## src/rtl/feature_row_streamer_pkg.sv

```systemverilog
// Shared sizing and FSM encoding for the feature-map row streamer.
package feature_row_streamer_pkg;

  localparam int F       = 14;
  localparam int B       = 8;
  localparam int ICH     = 16;
  localparam int PRELOAD = 4;

  localparam int PRELOAD_EFF = (PRELOAD < F) ? PRELOAD : F;

  function automatic int calc_aw(input int f);
    return (f * f > 1) ? $clog2(f * f) : 1;
  endfunction

  localparam int AW = calc_aw(F);
  localparam int RW = (F > 1) ? $clog2(F) : 1;
  localparam int CW = $clog2(F + 1);

  typedef enum logic [1:0] {IDLE, SEND, WAIT, DRAIN} state_e;

endpackage

```

## src/rtl/feature_row_streamer_credit.sv

```systemverilog
// Rising-edge detector on the freed-line interrupt plus a saturating row-credit counter.
module row_credit_counter
  import feature_row_streamer_pkg::*;
(
  input  logic          clk,
  input  logic          rst_n,
  input  logic          intr,
  input  logic          evt_en,
  input  logic          load,
  input  logic          consume,
  output logic [CW-1:0] credit
);

  logic          intr_prev_q, intr_prev_d;
  logic [CW-1:0] credit_q, credit_d;
  logic          add;

  always_comb begin
    intr_prev_d = intr;
    add         = intr & ~intr_prev_q & evt_en;
    credit_d    = credit_q;
    if (load) begin
      credit_d = CW'(PRELOAD_EFF);
    end else if (add && !consume) begin
      if (credit_q != CW'(F)) credit_d = credit_q + CW'(1);
    end else if (consume && !add) begin
      if (credit_q != '0) credit_d = credit_q - CW'(1);
    end
  end

  always_ff @(posedge clk or negedge rst_n) begin
    if (!rst_n) begin
      intr_prev_q <= 1'b0;
      credit_q    <= '0;
    end else begin
      intr_prev_q <= intr_prev_d;
      credit_q    <= credit_d;
    end
  end

  assign credit = credit_q;

endmodule

```

## src/rtl/feature_row_streamer.sv

```systemverilog
// Streams a stored F x F feature map row by row into the line-buffer controller,
// pacing rows after the preload by credits returned through i_intr[0].
module feature_row_streamer
  import feature_row_streamer_pkg::*;
(
  input  logic               i_clk,
  input  logic               i_rst,
  input  logic               i_start,
  input  logic [ICH-1:0]     i_intr,
  output logic               o_mem_rd,
  output logic [AW-1:0]      o_mem_addr,
  input  logic [ICH*B-1:0]   i_mem_data,
  output logic [ICH*B-1:0]   o_pixel_data,
  output logic [ICH-1:0]     o_pixel_data_valid,
  output logic               o_busy,
  output logic               o_done
);

  state_e             state_q, state_d;
  logic [RW-1:0]      row_q, row_d;
  logic [RW-1:0]      col_q, col_d;
  logic               all_rows_q, all_rows_d;
  logic               rd_d1_q, rd_d1_d;
  logic               vld_q, vld_d;
  logic [ICH*B-1:0]   pix_q, pix_d;
  logic               done_q, done_d;
  logic               rd, load, consume, evt_en, last_col, last_row;
  logic [CW-1:0]      credit;
  logic               unused_intr_hi;

  assign unused_intr_hi = ^i_intr[ICH-1:1];

  row_credit_counter u_credit (
    .clk     (i_clk),
    .rst_n   (i_rst),
    .intr    (i_intr[0]),
    .evt_en  (evt_en),
    .load    (load),
    .consume (consume),
    .credit  (credit)
  );

  always_comb begin
    state_d    = state_q;
    row_d      = row_q;
    col_d      = col_q;
    all_rows_d = all_rows_q;
    rd         = 1'b0;
    load       = 1'b0;
    consume    = 1'b0;
    last_col   = (col_q == RW'(F - 1));
    last_row   = (row_q == RW'(F - 1));
    case (state_q)
      IDLE: begin
        if (i_start) begin
          state_d    = SEND;
          row_d      = '0;
          col_d      = '0;
          all_rows_d = 1'b0;
          load       = 1'b1;
        end
      end
      SEND: begin
        rd      = 1'b1;
        consume = (col_q == '0);
        if (consume && last_row) all_rows_d = 1'b1;
        if (last_col) begin
          col_d = '0;
          if (last_row) begin
            row_d   = '0;
            state_d = DRAIN;
          end else begin
            row_d   = row_q + RW'(1);
            state_d = (credit != '0) ? SEND : WAIT;
          end
        end else begin
          col_d = col_q + RW'(1);
        end
      end
      WAIT: begin
        if (credit != '0) state_d = SEND;
      end
      DRAIN: begin
        // The final read is one stage from the output register here.
        if (rd_d1_q) state_d = IDLE;
      end
      default: state_d = IDLE;
    endcase
  end

  // Valid has no ready: every cycle with valid high carries one pixel word the
  // controller must take; data holds between valids.
  always_comb begin
    evt_en  = ((state_q == SEND) || (state_q == WAIT)) && !all_rows_q;
    rd_d1_d = rd;
    vld_d   = rd_d1_q;
    pix_d   = rd_d1_q ? i_mem_data : pix_q;
    done_d  = (state_q == DRAIN) && rd_d1_q;
  end

  always_ff @(posedge i_clk or negedge i_rst) begin
    if (!i_rst) begin
      state_q    <= IDLE;
      row_q      <= '0;
      col_q      <= '0;
      all_rows_q <= 1'b0;
      rd_d1_q    <= 1'b0;
      vld_q      <= 1'b0;
      pix_q      <= '0;
      done_q     <= 1'b0;
    end else begin
      state_q    <= state_d;
      row_q      <= row_d;
      col_q      <= col_d;
      all_rows_q <= all_rows_d;
      rd_d1_q    <= rd_d1_d;
      vld_q      <= vld_d;
      pix_q      <= pix_d;
      done_q     <= done_d;
    end
  end

  assign o_mem_rd           = rd;
  assign o_mem_addr         = AW'(row_q) * AW'(F) + AW'(col_q);
  assign o_pixel_data       = pix_q;
  assign o_pixel_data_valid = {ICH{vld_q}};
  assign o_done             = done_q;
  assign o_busy             = (state_q != IDLE) || done_q;

endmodule

```

## config.mk

```make
export PLATFORM = sky130hd
export DESIGN_NAME = feature_row_streamer
export DESIGN_NICKNAME = d
export VERILOG_FILES = /design/src/rtl/feature_row_streamer_pkg.sv /design/src/rtl/feature_row_streamer_credit.sv /design/src/rtl/feature_row_streamer.sv
export SDC_FILE = /design/constraint.sdc
export NUM_CORES = 1
export LEC_CHECK = 0
export BUFFER_PORTS_ARGS = -buffer_cell sky130_fd_sc_hd__clkbuf_2
export CAP_MARGIN = 40
export CORE_MARGIN = 2
export CORE_UTILIZATION = 30
export DETAILED_ROUTE_END_ITERATION = 12
export GPL_ROUTABILITY_DRIVEN = 0
export GPL_TIMING_DRIVEN = 0
export PLACE_DENSITY = 0.57
export SYNTH_ARGS = -nofsm -noshare
export SYNTH_HDL_FRONTEND = slang
export SYNTH_SLANG_ARGS = --single-unit
```

## constraint.sdc

```tcl
create_clock -name i_clk -period 6.8 [get_ports i_clk]
set_input_delay 1.36 -clock i_clk [delete_from_list [all_inputs] [get_ports i_clk]]
set_output_delay 1.36 -clock i_clk [all_outputs]
set_load 0.01 [all_outputs]
```

==> results of run 1 <==
[state kept, by name (all words and copies together), names as in the netlist]
register / flops
state_q: 2
rd_d1_q: 1
o_done: 1
col_q: 4
o_pixel_data: 128
row_q: 4
u_credit.intr_prev_q: 1
vld_q: 1
all_rows_q: 1
u_credit.credit: 4
[Yosys cell counts, types with 2 or more instances]
cell type / number / area (sq um)
a211o_1: 2 / 17.5
a211oi_2: 2 / 25.0
a21o_1: 2 / 15.0
a21oi_1: 8 / 40.0
and3_1: 2 / 12.5
buf_2: 13 / 65.1
buf_4: 17 / 128
dfrtp_1: 147 / 3680
fa_1: 6 / 120
ha_1: 21 / 263
inv_1: 16 / 60.1
mux2_2: 128 / 1440
mux2i_1: 5 / 50.1
nand2_1: 9 / 33.8
nand2b_1: 5 / 31.3
nand3_1: 8 / 40.0
nor2_1: 3 / 11.3
nor2b_1: 2 / 12.5
o211ai_1: 2 / 15.0
o21ai_0: 5 / 25.0
o22ai_1: 4 / 25.0
o2bb2ai_1: 2 / 17.5
or4_4: 2 / 22.5
xnor2_1: 3 / 26.3
xor2_1: 3 / 26.3
[layout make-up]
type / count / area (sq um)
fillers: 2017 / 12100
flip-flops and latches: 147 / 3680
multi-input cells: 244 / 2460
repair buffers: 287 / 1470
clock buffers: 17 / 425
well taps: 275 / 344
plain buffers: 32 / 200
clock inverters: 15 / 186
inverters: 16 / 60.1
[kinds of logic (layout without fill, tap and decap cells)]
logic type	Yosys count	count (layout)	share of synthesized area [%]
adder cells (fa/ha/maj)	27	27	5.99
XOR/XNOR	6	6	0.822
AO/OA/AOI/OAI	37	37	4.25
AND/OR/NAND/NOR	40	40	3.85
flip-flops	147	147	57.5
multiplexers	134	134	23.5
buffers and inverters	48	367	4.07
[power groups by stage]
stage          sequential, mW  combinational (mW)  clock (mW)
2_1_floorplan            1.49                1.08           0
3_3_place_gp             1.38                1.85           0
3_5_place_dp             1.39                1.85           0
4_1_cts                  1.38                1.86       0.994
5_1_grt                  1.42                2.01        1.03
6_report                 1.37                1.82       0.964
[routing by layer]
layer / wire length (um) / up-vias
li1: - / 2157
met1: 6520 / 2123
met2: 7840 / 161
met3: 1140 / 16
met4: 232 / 0
met5: 0 / -
[stage by stage]
stage | cells | hold slack, ns
finish | 1033 | 0.505
global route | 1033 | 0.517
CTS | 1033 | 0.510
detailed placement | 1001 | 0.495
global placement | 1000 | 0.488
floorplan | 439 | 0.422
[how the worst max path moves through the flow]
stage                                  end  slack, ns
final                        o_mem_addr[6]       2.54
after global routing         o_mem_addr[7]       2.35
after CTS                    o_mem_addr[6]       2.50
after detailed placement     o_mem_addr[6]       2.96
after global placement    o_pixel_data[13]       1.66
after floorplan              o_mem_addr[6]       3.12
[cell usage in the layout (no fill, tap or decap), drive strengths merged, types with 2 or more instances in the layout]
cell and instances:
or4 2, xnor2 3, buf 32, ha 21, o21ai 6, clkinvlp 3
and3 3, a211oi 3, nand3 8, xor2 3, o211ai 2, mux2 129
a211o 2, clkbuf 304, fa 6, nand2b 5, o22ai 4, clkinv 4
nor2b 2, mux2i 5, inv 23, nand2 9, dfrtp 147, nor2 3
a21o 2, o2bb2ai 2, a21oi 8
==> flow_summary.ini, run 1 <==
[outcome]
outcome = completed

[cells_and_area]
finalInstanceArea_sq_mm = 0.00882
utilization_pct = 42.1
nets = 919
area_delta_synth_final_pct = 37.9
drive_gt1_share_pct = 64.4
diodes = 0

[synthesis]
yosysUniqueCellTypes = 47
synth_edf_count = 0
synth_nets = 613
async_flop_share_pct = 100
ys.flop_type = dfrtp_1
ys_seq_elements = 147
yosysSeqAreaShare_pct = 57.5
synthCells = 439
synth_warnings = 0
syn_area_sq_mm = 0.00639
syn_area_per_cell_sq_um = 14.6

[clock_network]
clock_sinks = 147
cts_tree = done
clockBufferDepth = 2
clk_latency_ns = 0.42
postCtsSetupBuffers = 0
hold_buffers = 0
cts_root_buf = clkbuf_16
cts_resized = 0
cts_htree_levels = 4
clk_pin_slew_ns = 0.07
numCtsBuffers = 17

[setup_path]
r2r_end = u_credit.credit[3]
cp.arrival_ns = 2.90
crit_chain = fa_1, ha_1, and3b_1, or4_4, a211oi_2, nand2b_1, clkbuf_2
startpoint_type = flip-flop
crit_type = reg -> out
end_kind = primary output
path_delay_family = adder cells
worst-path-buf-inv = 1
crit_fanout = 6
cpPeakStageDelay_ns = 0.56
crit_start = row_q[1]
crit_cells = 7
r2r_start = state_q[0]
rrSetupSlack_ns = 4.26
critical_path.slowest_cell = fa_1
required_ns = 5.44
worst_r2r_path_depth = 9

[drt]
drc = 0
routed-via-count = 4457
via_per_inst = 4.31
ant_nets = 0
wirelength_um = 15700
wl_per_cell_um = 15.2
drt_pass1_iterations = 5
drtIter0Drc = 122

[die]
num_io_pins = 302
core_sq_mm = 0.0210
die_area_sq_mm = 0.0225
die_w_um = 150
start_util_pct = 30.5
fp.dieH_um = 150
rows = 53

[sta]
relSlewSlack_pct = 55.2
layout_setup_ws_ns = 2.54
fmax_mhz = 235
rsz0062_at_grt = no
setup_viol = 0
worstMarginPinSlew_ns = 0.664
final_hold_viol_count = 0
min_period_over_period_pct = 62.7
fin_crit_ns = 4.26
finClkSkew_ns = 0.00872
maxSlewViolCount = 0
fin_setup_tns_ns = 0

[pwr]
max-vdd-ir-drop_mv = 0.236
power.density_mw_per_mm2 = 471
intPower_mw = 2.60
p_sw_mw = 1.55
leakagePower_nw = 4.39
pwr-share-seq_pct = 33.0
netSwitchingFraction_pct = 37.3
combPwrFrac_pct = 43.8
power_mw = 4.16
p_clk_share_pct = 23.2

[global_route]
antenna_found_initial = 0
use_met2_pct = 23.2
grt_first_pass_wirelength_um = 23800
grt_overflow = 0
grt_pass1_vias = 4393
met3_usage_pct = 4.48
use_met1_pct = 16.8
grt_max_degree = 102
grt-busiest-layer = met2
grt.total_usage_pct = 13.9

[placed_design]
post-dp-hpwl_um = 12100
place_area_sq_mm = 0.00821
pre_cts_ws_ns = 2.96
io_buffer_count = 286

[min_path]
worstHoldStart = o_pixel_data[105]
worstHoldPathType = reg -> reg
hold_path_end = o_pixel_data[105]
hold_path_depth = 1

[job]
cap_viol_max_count = 0
No activity file was read; power rests on OpenSTA's default activity.
==> inputs of run 2 (changes only) <==
- ABC_AREA: default -> 1
- clock period: 6.8 -> 4 ns (I/O delays scaled with it)
==> flow_summary.ini, run 2 <==
[outcome]
outcome = completed

[drt]
via_per_inst = 4.31
drc = 0
drtIter0Drc = 97
wl_per_cell_um = 14.8
wirelength_um = 15900
ant_nets = 0
routed-via-count = 4639
drt_pass1_iterations = 4

[synthesis]
ys.flop_type = dfrtp_1
synth_warnings = 0
async_flop_share_pct = 100
synth_top_area_share_pct = 57.1
synth-simple-area-share_pct = 6.31
synth_nets = 656
synth_top_family_by_area = multiplexers
synthCells = 482
synth_top_cell_by_area = dfrtp_1
synth_edf_count = 0
synth.most_common_cell = dfrtp_1
syn_area_sq_mm = 0.00644
muxShareOfSynthArea_pct = 22.4
yosysUniqueCellTypes = 29
synth_common_cells = dfrtp_1, mux2_2, nand2_1
syn_area_per_cell_sq_um = 13.4
synth_compound_area_share_pct = 2.02
yosys-top-cells-area = dfrtp_1, mux2_2, ha_1, buf_4, nand2_1
synth_fa_ha_area_share_pct = 5.95
ys_seq_elements = 147
yosysSeqAreaShare_pct = 57.1
synth_xor_area_share_pct = 0.952

[placed_design]
post-dp-hpwl_um = 12100
io_buffer_count = 286

[pwr]
intPower_mw = 2.38
netSwitchingFraction_pct = 24.4
p_clk_share_pct = 49.8
combPwrFrac_pct = 3.0
pwr-share-seq_pct = 47.2
p_sw_mw = 0.767
max-vdd-ir-drop_mv = 0.255
leakagePower_nw = 5.07
power.density_mw_per_mm2 = 357

[setup_path]
cp.arrival_ns = 2.70
critical_path.slowest_cell = dfrtp_1
crit_fanout = 6
required_ns = 3.20
startpoint_type = flip-flop
cpPeakStageDelay_ns = 0.51
crit_chain = fa_1, ha_1, fa_1, xor2_1, nor2_1, a21o_1, nand2_1, clkbuf_2
crit_top_cell = fa_1
end_kind = primary output
crit_type = reg -> out

[cells_and_area]
layout_common_cells = clkbuf_2, dfrtp_1, mux2_2, nand2_1, inv_1
utilization_pct = 42.0
largest_reg_flops = 128
diodes = 0
nets = 962
drive_gt1_share_pct = 61.2
area_delta_synth_final_pct = 37.1
final_common_cell = clkbuf_2
nFillCells = 2071

[sta]
hold_ws_ns = 0.339
worstMarginPinSlew_ns = 0.492
min_period_over_period_pct = 87.6
relSlewSlack_pct = 67.2
finClkSkew_ns = 0.00887
setup_viol = 0
maxSlewViolCount = 0
fin_crit_ns = 3.50
final_hold_viol_count = 0
rsz0062_at_grt = no
fmax_mhz = 285

[clock_network]
hold_buffers = 0
cts_htree_levels = 4
cts_root_buf = clkbuf_16
clk_pin_slew_ns = 0.07
postCtsSetupBuffers = 0
clockBufferDepth = 2
cts_tree = done
clk_latency_ns = 0.41
numCtsBuffers = 17
clock_sinks = 147
cts_resized = 0

[die]
die_w_um = 151
fp.dieH_um = 151
rows = 53
start_util_pct = 30.6
core_sq_mm = 0.0210
die_area_sq_mm = 0.0227
num_io_pins = 302

[min_path]
worstHoldPathType = in -> async

[global_route]
grt_pass1_vias = 4733
grt.total_usage_pct = 14.3
antenna_found_initial = 0
grt_overflow = 0
grt_max_degree = 96
grt_first_pass_wirelength_um = 24800

[job]
cap_viol_max_count = 0
[run 2: cell count changes after synthesis, moves of 9 or more]
| cell | before | now |
|---|---|---|
| nand3_1 | 8 | 18 |
| inv_1 | 16 | 29 |
| nor2_1 | 3 | 16 |
| buf_4 | 17 | 27 |
| nand2_1 | 9 | 41 |
| buf_2 | 13 | 4 |
[run 2: per-layer routing]
layer	vias to the layer above	global-route usage, %	wire (um)
met5	-	0	0
met4	0	5.94	354
met2	158	24.1	7950
met1	2246	15.7	6150
met3	18	6.27	1450
li1	2217	-	-
[run 2: per-stage QoR]
step                power (mW)  TNS, ns  instances  area, sq um  setup WS [ns]
finish                    3.15        0       1076         8830          0.497
global route              3.28        0       1076         8830          0.269
CTS                       3.20        0       1076         8830          0.429
detailed placement        1.61        0       1044         8250          0.885
global placement          1.61   -89.94       1043         8220         -0.626
floorplan                 1.52        0        482         6440           1.10
[run 2: cell type report]
type                            instances  area (sq um)  share of cell area (%)
Buffer                                 31           223                    2.52
Multi-Input combinational cell        273          2420                    27.4
Inverter                               31           116                    1.32
Clock inverter                         14           139                    1.57
Clock buffer                           18           439                    4.97
Sequential cell                       147          3680                    41.7
Tap cell                              275           344                    3.90
Timing Repair Buffer                  287          1470                    16.6
[run 2: cells by family after synthesis]
| family | after synthesis |
|---|---|
| flops | 147 |
| buf+inv | 62 |
| fa+ha+maj | 27 |
| xor+xnor | 7 |
| compound gates | 22 |
| mux | 128 |
| simple gates | 89 |
[run 2: path summary, 6_finish.rpt]
check	from	endpoint	slack, ns	cells past startpoint
worst min-delay path	i_rst	o_pixel_data[10]	0.34	1
max in group asynchronous	i_rst	o_pixel_data[104]	2.82	2
worst max-delay path	row_q[1]	o_mem_addr[7]	0.50	8
worst max register to register	state_q[1]	u_credit.credit[3]	1.90	13
worst min register to register	o_pixel_data[63]	o_pixel_data[63]	0.50	1
min in group i_clk	o_pixel_data[63]	o_pixel_data[63]	0.50	1
[run 2: worst max-delay path, delay by kind of cell (launching register included)]
| family | cells | cell delay (ns) |
|---|---|---|
| compound gates | 1 | 0.18 |
| xor+xnor | 1 | 0.25 |
| fa+ha+maj | 3 | 1.09 |
| buf+inv | 1 | 0.12 |
| flops | 1 | 0.51 |
| simple gates | 2 | 0.14 |
[run 2: power groups by stage]
stage / Sequential (mW) / Clock (mW) / Combinational, mW
final: 1.49 / 1.57 / 0.0932
after global routing: 1.49 / 1.68 / 0.108
after detailed placement: 1.51 / 0 / 0.0965
after global placement: 1.52 / 0 / 0.0905
after floorplan: 1.52 / 0 / 0.00130
after CTS: 1.49 / 1.62 / 0.0968
